File: src/rtl/alu_bist_ctrl.sv
// BIST initiator for the datapath ALU: LFSR operand pairs, cycling op codes, MISR compaction.
// Optional `ALU_BIST_ABORT_EN adds an abort input that cancels a run in progress.
module alu_bist_ctrl #(
    parameter int unsigned NUM_VECTORS = 256,
    parameter logic [31:0] SEED_A      = 32'hACE12468,
    parameter logic [31:0] SEED_B      = 32'h13579BDF,
    parameter logic [31:0] GOLDEN_SIG  = 32'h00000000
) (
    input  logic        clk,
    input  logic        rst,
    input  logic        start,
`ifdef ALU_BIST_ABORT_EN
    input  logic        abort,
`endif
    output logic        busy,
    output logic        done,
    output logic        pass,
    output logic [31:0] signature,
    output logic [31:0] alu_a,
    output logic [31:0] alu_b,
    output logic [2:0]  alu_control,
    input  logic [31:0] alu_result,
    input  logic        alu_overflow,
    input  logic        alu_carry,
    input  logic        alu_zero,
    input  logic        alu_negative
);
    localparam logic [31:0] POLY   = 32'h00400007;
    localparam logic [31:0] SEED_AX = (SEED_A == 32'd0) ? 32'd1 : SEED_A;
    localparam logic [31:0] SEED_BX = (SEED_B == 32'd0) ? 32'd1 : SEED_B;
    localparam logic [15:0] LAST   = 16'(NUM_VECTORS - 1);

    typedef enum logic [1:0] {S_IDLE, S_RUN, S_CMP, S_DONE} state_t;

    function automatic logic [31:0] shift_fb(input logic [31:0] q);
        return {q[30:0], 1'b0} ^ (q[31] ? POLY : 32'd0);
    endfunction

    function automatic logic [2:0] op_code(input logic [2:0] idx);
        case (idx)
            3'd0:    return 3'b000;
            3'd1:    return 3'b001;
            3'd2:    return 3'b010;
            3'd3:    return 3'b011;
            default: return 3'b101;
        endcase
    endfunction

    state_t      state_q, state_d;
    logic [31:0] a_q, a_d, b_q, b_d, sig_q, sig_d;
    logic [15:0] cnt_q, cnt_d;
    logic [2:0]  op_q, op_d, ctrl_q, ctrl_d;
    logic        busy_q, busy_d, done_q, done_d, pass_q, pass_d;
    logic        abort_req;
    logic [31:0] absorb;

`ifdef ALU_BIST_ABORT_EN
    assign abort_req = abort;
`else
    assign abort_req = 1'b0;
`endif

    assign absorb = alu_result ^ {28'd0, alu_overflow, alu_carry, alu_zero, alu_negative};

    always_comb begin
        state_d = state_q;
        a_d     = a_q;
        b_d     = b_q;
        sig_d   = sig_q;
        cnt_d   = cnt_q;
        op_d    = op_q;
        busy_d  = busy_q;
        done_d  = done_q;
        pass_d  = pass_q;
        case (state_q)
            S_IDLE, S_DONE: begin
                if (start) begin
                    state_d = S_RUN;
                    a_d     = SEED_AX;
                    b_d     = SEED_BX;
                    sig_d   = 32'd0;
                    cnt_d   = 16'd0;
                    op_d    = 3'd0;
                    busy_d  = 1'b1;
                    done_d  = 1'b0;
                    pass_d  = 1'b0;
                end
            end
            S_RUN: begin
                // The ALU is combinational, so this edge captures the response to the vector on a/b now.
                sig_d = shift_fb(sig_q) ^ absorb;
                op_d  = (op_q == 3'd4) ? 3'd0 : op_q + 3'd1;
                cnt_d = cnt_q + 16'd1;
                if (cnt_q == LAST) begin
                    state_d = S_CMP;
                end else begin
                    a_d = shift_fb(a_q);
                    b_d = shift_fb(b_q);
                end
            end
            default: begin
                state_d = S_DONE;
                pass_d  = (sig_q == GOLDEN_SIG);
                done_d  = 1'b1;
                busy_d  = 1'b0;
            end
        endcase
        if (abort_req && (state_q == S_RUN || state_q == S_CMP)) begin
            state_d = S_IDLE;
            a_d     = a_q;
            b_d     = b_q;
            sig_d   = sig_q;
            cnt_d   = cnt_q;
            op_d    = op_q;
            busy_d  = 1'b0;
            done_d  = 1'b0;
            pass_d  = 1'b0;
        end
        ctrl_d = op_code(op_d);
    end

    always_ff @(posedge clk or negedge rst) begin
        if (!rst) begin
            state_q <= S_IDLE;
            a_q     <= 32'd0;
            b_q     <= 32'd0;
            sig_q   <= 32'd0;
            cnt_q   <= 16'd0;
            op_q    <= 3'd0;
            ctrl_q  <= 3'd0;
            busy_q  <= 1'b0;
            done_q  <= 1'b0;
            pass_q  <= 1'b0;
        end else begin
            state_q <= state_d;
            a_q     <= a_d;
            b_q     <= b_d;
            sig_q   <= sig_d;
            cnt_q   <= cnt_d;
            op_q    <= op_d;
            ctrl_q  <= ctrl_d;
            busy_q  <= busy_d;
            done_q  <= done_d;
            pass_q  <= pass_d;
        end
    end

    assign busy        = busy_q;
    assign done        = done_q;
    assign pass        = pass_q;
    assign signature   = sig_q;
    assign alu_a       = a_q;
    assign alu_b       = b_q;
    assign alu_control = ctrl_q;
endmodule

File: config.mk
export PLATFORM = sky130hd
export DESIGN_NAME = alu_bist_ctrl
export DESIGN_NICKNAME = d
export VERILOG_FILES = /design/src/rtl/alu_bist_ctrl.sv
export SDC_FILE = /design/constraint.sdc
export NUM_CORES = 1
export LEC_CHECK = 0
export CAP_MARGIN = 30
export CORE_ASPECT_RATIO = 0.5
export CORE_UTILIZATION = 52
export DETAILED_ROUTE_END_ITERATION = 10
export PLACE_DENSITY = 0.81
export SETUP_SLACK_MARGIN = 0.2
export SLEW_MARGIN = 10
export SYNTH_ARGS = -nofsm -noshare
export SYNTH_HDL_FRONTEND = slang
export SYNTH_SLANG_ARGS = --single-unit
File: constraint.sdc
create_clock -name clk -period 6.8 [get_ports clk]
set_clock_uncertainty 0.05 [all_clocks]
set_input_delay 1.7 -clock clk [delete_from_list [all_inputs] [get_ports clk]]
set_output_delay 1.7 -clock clk [all_outputs]
set_load 0.01 [all_outputs]
# Word-level counts from Yosys, hierarchy flattened
# Cells that the tools add are included.
[classes]
addsub = 2
n_shift = 0
mux = 25
bitwise = 6
multipliers = 0
reduce_logical = 9
eq_ne = 10
order_cmp = 0
div = 0
[ops]
columns = ["op", "n"]
rows = [
  ["32-bit case mux with 2 select lines", 3],
  ["32-bit two-way mux", 5],
  ["32-bit by 23-bit XOR with 32-bit output", 3],
  ["23-bit two-way mux", 3],
  ["32-bit zero test", 1],
  ["16-bit case mux with 2 select lines", 1],
  ["32-bit XOR", 1],
  ["32-bit by 4-bit XOR with 32-bit output", 1],
  ["16-bit by 1-bit adder with 16-bit output (second input constant)", 1],
  ["16-bit by 8-bit == test with 1-bit output (second input constant)", 1],
  ["16-bit two-way mux", 1],
  ["3-bit case mux with 4 select lines", 1],
  ["3-bit by 2-bit == test with 1-bit output (second input constant)", 2],
  ["3-bit two-way mux", 2],
  ["2-bit inequality test (second input constant)", 3],
  ["1-bit case mux with 2 select lines", 3],
  ["3-bit case mux with 2 select lines", 1],
  ["2-bit AND reduction", 3],
  ["2-bit two-way mux", 2],
  ["2-bit case mux with 2 select lines", 1],
  ["3-bit by 1-bit adder with 3-bit output (second input constant)", 1],
  ["3-bit by 1-bit == test with 1-bit output (second input constant)", 1],
  ["3-bit == test (second input constant)", 1],
  ["3-bit zero test", 1],
  ["8 further kinds", 9],
]
[word_totals]
ff_bits = 123
memories = 0
rom_bits = 0
elab_cells = 62
out_inout_bits = 102
mem_bits_rw = 0
latch_bits = 0
inputBits = 39

# Longest topological paths before layout
# Gate-level depths: netlist of run 1.
[depth]
depth_word = 5
mapped_depth = 10
ltp_nobuf = 6

# Least setup slack after synthesis of run 1
# Ideal clock, no wire load.
[synth_timing]
kind = "input to register"
startpoint = "input port start"
endpoint = "register cnt_q[4]"
path_slack_ns = 3.858
setup_ns = 0.078
cell_stages = 5
arrival_time_ns = 2.814
t_required_ns = 6.672
n_path_buf = 2
cell_sequence = "mux2i_1 clkbuf_1 buf_1 o21ai_0 a21oi_1"
[synth_between]
elab_chain_len = 2
[synth_rtl]
columns = ["element", "line", "source"]
rows = [
  ["from (decl)", "11", "input logic start,"],
  ["2-bit inequality test (no line)", "n/a", ""],
  ["2-bit AND reduction (no line)", "n/a", ""],
  ["to (signal assigned)", "139", "cnt_q <= cnt_d;"],
  ["to (decl)", "51", "logic [15:0] cnt_q, cnt_d;"],
]
# No other way between the ends.
# A chain may end at the register's enable or synchronous reset.

# Worst setup path in the final report of run 1
[layout_timing]
startpoint = "input port start"
endpoint = "register a_q[9] (netlist: alu_a[9])"
[layout_between]
elab_chain_len = 2
[layout_rtl]
columns = ["element", "line", "source"]
rows = [
  ["2-bit inequality test (no line)", "n/a", ""],
  ["3-bit AND reduction (no line)", "n/a", ""],
  ["to (signal assigned)", "125", "a_q <= 32'd0;"],
  ["to (signal assigned)", "136", "a_q <= a_d;"],
  ["to (decl)", "50", "logic [31:0] a_q, a_d, b_q, b_d, sig_q, sig_d;"],
]
# No other way between the ends.

==> results.py, run 1 <==
metrics = {
    "drt": {
        "drt-initial-drc-count": 263,
        "dr.pass1.iters": 4,
        "via_count": 4210,
        "drc": 0,
        "wl_per_cell_um": 17.9,
        "ant_nets": 0,
        "drt-vias-per-instance": 5.67,
        "wirelength_um": 13300,
    },
    "status": {
        "status": "finished clean",
    },
    "synth": {
        "seq_area_frac_synth": 0.585,
        "async_reset_ff_frac": 1.00,
        "synth-seq-cells": 123,
        "synthFlopType": "dfrtp_1",
        "synthCells": 459,
        "syn-cell-area_mm2": 0.00526,
        "synth_area_leaders": "dfrtp_1, xnor2_1, a22o_1, o22a_1, o21ai_0",
        "synth_area_per_cell_um2": 11.5,
        "yosysTopAreaCell": "dfrtp_1",
        "synth_cell_types": 44,
        "synth_most_common_cell": "dfrtp_1",
        "netlist.area_leader.share": 0.585,
        "synth_nets": 504,
        "ys.warnings.count": 0,
        "synth_edf_count": 0,
        "ys_top_cells_by_count": "dfrtp_1, nand2_1, xnor2_1",
    },
    "global_route": {
        "grt.total_usage": 0.274,
        "grt_max_degree": 69,
        "grt_pass1_wl_um": 21400,
        "grt_overflow": 0,
        "antenna_found_initial": 0,
        "grt_pass1_vias": 4198,
    },
    "clock_tree": {
        "cts_tree": "yes",
        "post_cts_buffers": 0,
        "htree_levels": 4,
        "cts_resized": 0,
        "cts_root_buf": "clkbuf_16",
        "clock-sinks": 123,
        "clk_latency_ns": 0.42,
        "hold_buffers": 0,
        "path_clk_slew_ns": 0.05,
        "clk_path_buf_depth": 2,
        "cts_buffers": 17,
    },
    "min_path": {
        "min_path_type": "reg -> reg",
    },
    "cells_and_area": {
        "synthToLayoutAreaGrowth_pct": 41.1,
        "drive_gt1_frac": 0.0806,
        "fill_cells": 639,
        "fin_cells": 743,
        "nNetsFinal": 641,
        "n_antenna_cell": 0,
    },
    "sta": {
        "final-hold-violation-count": 0,
        "worst_pin_slew_ns": 0.848,
        "hold_slack_ns": 0.467,
        "timing.final.crit_share": 0.528,
        "max_freq_ghz": 0.279,
        "relSlewSlack": 0.435,
        "min_period_ns": 3.59,
        "fin_ws_ns": 3.21,
        "setup_viol": 0,
        "setup_tns_ns": 0,
        "drv_slew": 0,
        "rsz0062_at_grt": "no",
    },
    "floorplanning": {
        "die_h_um": 73.1,
        "fp.dieArea_mm2": 0.0106,
        "core_area_mm2": 0.00963,
        "num_rows": 25,
        "io_pins": 141,
        "start_util": 0.546,
        "fp.dieW_um": 144,
    },
    "setup_path": {
        "cp-end-kind": "flip-flop",
        "worst-path-max-fanout": 29,
        "cp.required_ns": 7.04,
        "cp-start-kind": "primary input",
        "path_class": "in -> reg",
        "critPathArrivalTime_ns": 3.83,
    },
    "placement": {
        "dp_slack_ns": 2.87,
        "dp.cells": 712,
        "dp_hpwl_um": 8260,
        "gp_congestion": 0.739,
        "port_buffers": 140,
    },
    "pwr": {
        "fin_total_pwr_mw": 3.83,
        "p_leak_nw": 3.08,
        "power_per_cell_area_mw_per_mm2": 516,
        "ir_worst_vdd_uv": 238,
    },
    "run": {
        "drv_cap": 0,
    },
}
-- flip-flops by register name (all words and copies together) (netlist names), 2 cells and up --
signal,cells
alu_control,3
op_q,3
alu_a,32
state_q,2
signature,32
cnt_q,16
alu_b,32
-- cells in the final DEF (no fill, tap or decap), types with 8 or more instances in the layout --
master           Yosys  final
clkdlybuf4s50_1      0    139
dfrtp_1            123    123
nand2_1             49     49
xnor2_1             46     46
o21ai_0             45     45
a22o_1              30     30
o22a_1              29     29
clkbuf_16            0     17
nor2_1              16     15
nor4_1              10     10
inv_1                8      8
-- critical path: stages --
cell	delay (ns)
clkdlybuf4s50_1	0.64
nor2b_1	0.26
and2_0	0.64
a21oi_2	0.04
buf_4	0.27
a22o_1	0.27
-- stage by stage --
stage                     instance area, um2  utilization
after floorplan                         5260            -
after global placement                  6750        0.701
after detailed placement                6770        0.702
after CTS                               7430        0.771
after global routing                    7430        0.771
final                                   7430        0.771
-- cells by family after synthesis --
family | Yosys count | synth area share
AOI/OAI and AO/OA | 125 | 0.169
DFF | 123 | 0.585
and+or+nand+nor | 111 | 0.103
xor gates and xnor gates | 53 | 0.0882
buffers and inverters | 37 | 0.0328
adders and majority gates | 6 | 0.0143
muxes | 4 | 0.00808
-- final timing paths --
check                                      startpoint                        end  slack (ns)  cells after the start
worst max-delay path                            start       alu_a[9]$_DFFE_PN0P_        3.21                      6
worst min-delay path                 busy$_DFFE_PN0P_           busy$_DFFE_PN0P_        0.47                      1
worst max register to register  cnt_q[12]$_DFFE_PN0P_      alu_a[27]$_DFFE_PN0P_        4.08                      5
worst min register to register       busy$_DFFE_PN0P_           busy$_DFFE_PN0P_        0.47                      1
max in group asynchronous                         rst       alu_a[9]$_DFFE_PN0P_        4.12                      2
min in group asynchronous                         rst  signature[18]$_DFFE_PN0P_        1.34                      1
-- area by class of cell --
type	count	area (um2)	share of cell area
repair buffers	147	1460	0.196
well taps	135	169	0.0227
inverters	8	30.0	0.00404
flip-flops and latches	123	3080	0.414
clock buffers	18	439	0.0591
clock inverters	13	223	0.0300
multi-input cells	299	2030	0.273
-- where the power goes --
part | switching [mW] | leakage [nW] | total (mW) | internal [mW]
registers | 0.268 | 1.51 | 1.26 | 0.996
clock network | 0.318 | 0.329 | 1.01 | 0.692
logic | 0.756 | 1.24 | 1.56 | 0.801
total | 1.34 | 3.08 | 3.83 | 2.49
-- metal layers --
metal	global-route usage	vias up	wire, um
li1	-	1913	-
met1	0.338	2131	5780
met2	0.456	143	6580
met3	0.0761	23	696
met4	0.118	0	210
met5	0	-	0
(Power assumes the default switching activity.)
==> run 2, diff against run 1 <==
--- a/config.mk
+++ b/config.mk
@@ -7,9 +7,9 @@
 export LEC_CHECK = 0
 export CAP_MARGIN = 30
 export CORE_ASPECT_RATIO = 0.5
-export CORE_UTILIZATION = 52
+export CORE_UTILIZATION = 44
 export DETAILED_ROUTE_END_ITERATION = 10
-export PLACE_DENSITY = 0.81
+export PLACE_DENSITY = 0.73
 export SETUP_SLACK_MARGIN = 0.2
 export SLEW_MARGIN = 10
 export SYNTH_ARGS = -nofsm -noshare
==> constraint.sdc (replaced) <==
create_clock -name clk -period 3.1 [get_ports clk]
set_clock_uncertainty 0.05 [all_clocks]
set_input_delay 0.775 -clock clk [delete_from_list [all_inputs] [get_ports clk]]
set_output_delay 0.775 -clock clk [all_outputs]
set_load 0.01 [all_outputs]
==> run 2 against run 1 <==
Against the previous run:
- via count is 3.1% lower
- worst hold slack worse by 0.12 ns
- die area is 18% higher
- sequential share of layout area is 0.30 points higher
- largest power group unchanged
==> results.py, run 2 (synthesis gave the netlist of run 1 again) <==
metrics = {
    "status": {
        "status": "finished clean",
    },
    "setup_path": {
        "worst-path-max-fanout": 17,
        "cp-end-kind": "flip-flop",
        "cp.required_ns": 3.34,
        "cp-start-kind": "flip-flop",
        "path_class": "reg -> reg",
        "critPathArrivalTime_ns": 2.80,
        "r2r_setup_slack_ns": 0.54,
    },
    "cells_and_area": {
        "synthToLayoutAreaGrowth_pct": 40.1,
        "fill_cells": 876,
        "fin_cells": 771,
        "nNetsFinal": 644,
        "drive_gt1_frac": 0.0833,
        "n_antenna_cell": 0,
        "final_common_cell": "clkdlybuf4s50_1",
        "final_cell_mix": "clkdlybuf4s50_1, dfrtp_1, nand2_1, xnor2_1, o21ai_0",
    },
    "placement": {
        "dp_slack_ns": 0.373,
        "port_buffers": 140,
        "dp.cells": 739,
        "gp_congestion": 0.779,
        "dp_hpwl_um": 8180,
    },
    "pwr": {
        "power.internal_mw": 5.00,
        "p_comb_frac": 0.426,
        "pwr-share-seq": 0.349,
        "ir_worst_vdd_uv": 576,
        "power_per_cell_area_mw_per_mm2": 1070,
        "p_clk_frac": 0.226,
        "power.net_switching_mw": 2.89,
        "p_leak_nw": 3.04,
        "fin_total_pwr_mw": 7.89,
        "p_sw_frac": 0.367,
    },
    "sta": {
        "worst_pin_slew_ns": 0.674,
        "final-hold-violation-count": 0,
        "fin_ws_ns": 0.540,
        "setup_viol": 0,
        "setup_tns_ns": 0,
        "max_freq_ghz": 0.391,
        "min_period_ns": 2.56,
        "rsz0062_at_grt": "no",
        "timing.final.crit_share": 0.826,
        "relSlewSlack": 0.551,
        "drv_slew": 0,
    },
    "clock_tree": {
        "htree_levels": 4,
        "hold_buffers": 0,
        "cts_root_buf": "clkbuf_16",
        "path_clk_slew_ns": 0.05,
        "clk_path_buf_depth": 2,
        "cts_buffers": 17,
        "clock-sinks": 123,
        "cts_resized": 0,
        "clk_latency_ns": 0.41,
        "cts_tree": "yes",
        "post_cts_buffers": 0,
    },
    "floorplanning": {
        "core_area_mm2": 0.0113,
        "io_pins": 141,
        "num_rows": 27,
        "fp.dieW_um": 157,
        "start_util": 0.465,
        "die_h_um": 79.3,
        "fp.dieArea_mm2": 0.0124,
    },
    "global_route": {
        "grt_overflow": 0,
        "antenna_found_initial": 0,
        "grt_pass1_wl_um": 20500,
        "grt.total_usage": 0.217,
        "grt_pass1_vias": 3918,
        "grt_max_degree": 52,
    },
    "drt": {
        "wirelength_um": 12300,
        "dr.pass1.iters": 5,
        "drt-initial-drc-count": 205,
        "drt-vias-per-instance": 5.29,
        "drc": 0,
        "ant_nets": 0,
        "via_count": 4078,
        "wl_per_cell_um": 15.9,
    },
    "min_path": {
        "min_path_type": "in -> async",
    },
    "run": {
        "drv_cap": 0,
    },
}
-- run 2: per-layer routing --
layer  wire length (um)  global-route usage  vias up  share of wire
met4                166              0.0892        0          0.014
met5                  0                   0        -              0
li1                   -                   -     1929              -
met2               5770               0.328      111           0.47
met3                560              0.0540       14          0.046
met1               5760               0.298     2024           0.47
-- run 2: worst max-delay path, cell delays in order, from the launching register on --
cell     delay [ns]
dfrtp_1        0.40
inv_1          0.11
ha_1           0.59
mux2i_4        0.29
nor3_1         0.59
a31oi_1        0.17
a41o_1         0.24
-- run 2: path summary, 6_finish.rpt --
check                                            endpoint                    from  cells after the start
worst max-delay path                cnt_q[15]$_DFFE_PN0P_  state_q[1]$_DFFE_PN0P_                      6
worst min-delay path            signature[12]$_DFFE_PN0P_                     rst                      1
worst max register to register      cnt_q[15]$_DFFE_PN0P_  state_q[1]$_DFFE_PN0P_                      6
worst min register to register           pass$_DFFE_PN0P_        pass$_DFFE_PN0P_                      2
max in group asynchronous           alu_a[10]$_DFFE_PN0P_                     rst                      2
min in group clk                         pass$_DFFE_PN0P_        pass$_DFFE_PN0P_                      2
-- run 2: metrics by stage --
stage / hold slack [ns] / util / instance area [um2]
2_1_floorplan: 0.429 / - / 5260
6_report: 0.343 / 0.652 / 7380
5_1_grt: 0.399 / 0.652 / 7380
3_3_place_gp: 0.437 / 0.604 / 6840
3_5_place_dp: 0.452 / 0.604 / 6840
4_1_cts: 0.374 / 0.652 / 7380
-- run 2: power groups by stage --
stage                     logic (mW)  registers, mW  clock network (mW)
after floorplan                 1.70           2.87                   0
after global placement          3.31           2.75                   0
after detailed placement        3.38           2.76                   0
after CTS                       3.40           2.75                1.81
after global routing            3.65           2.84                1.89
final                           3.36           2.75                1.78
-- run 2: area by class of cell --
| class | instances | area (um2) | share of cell area |
|---|---|---|---|
| flip-flops and latches | 123 | 3080 | 0.417 |
| multi-input cells | 299 | 2030 | 0.275 |
| repair buffers | 150 | 1500 | 0.203 |
| clock buffers | 20 | 447 | 0.0606 |
| well taps | 159 | 199 | 0.0270 |
| clock inverters | 12 | 91.3 | 0.0124 |
| inverters | 8 | 30.0 | 0.00407 |
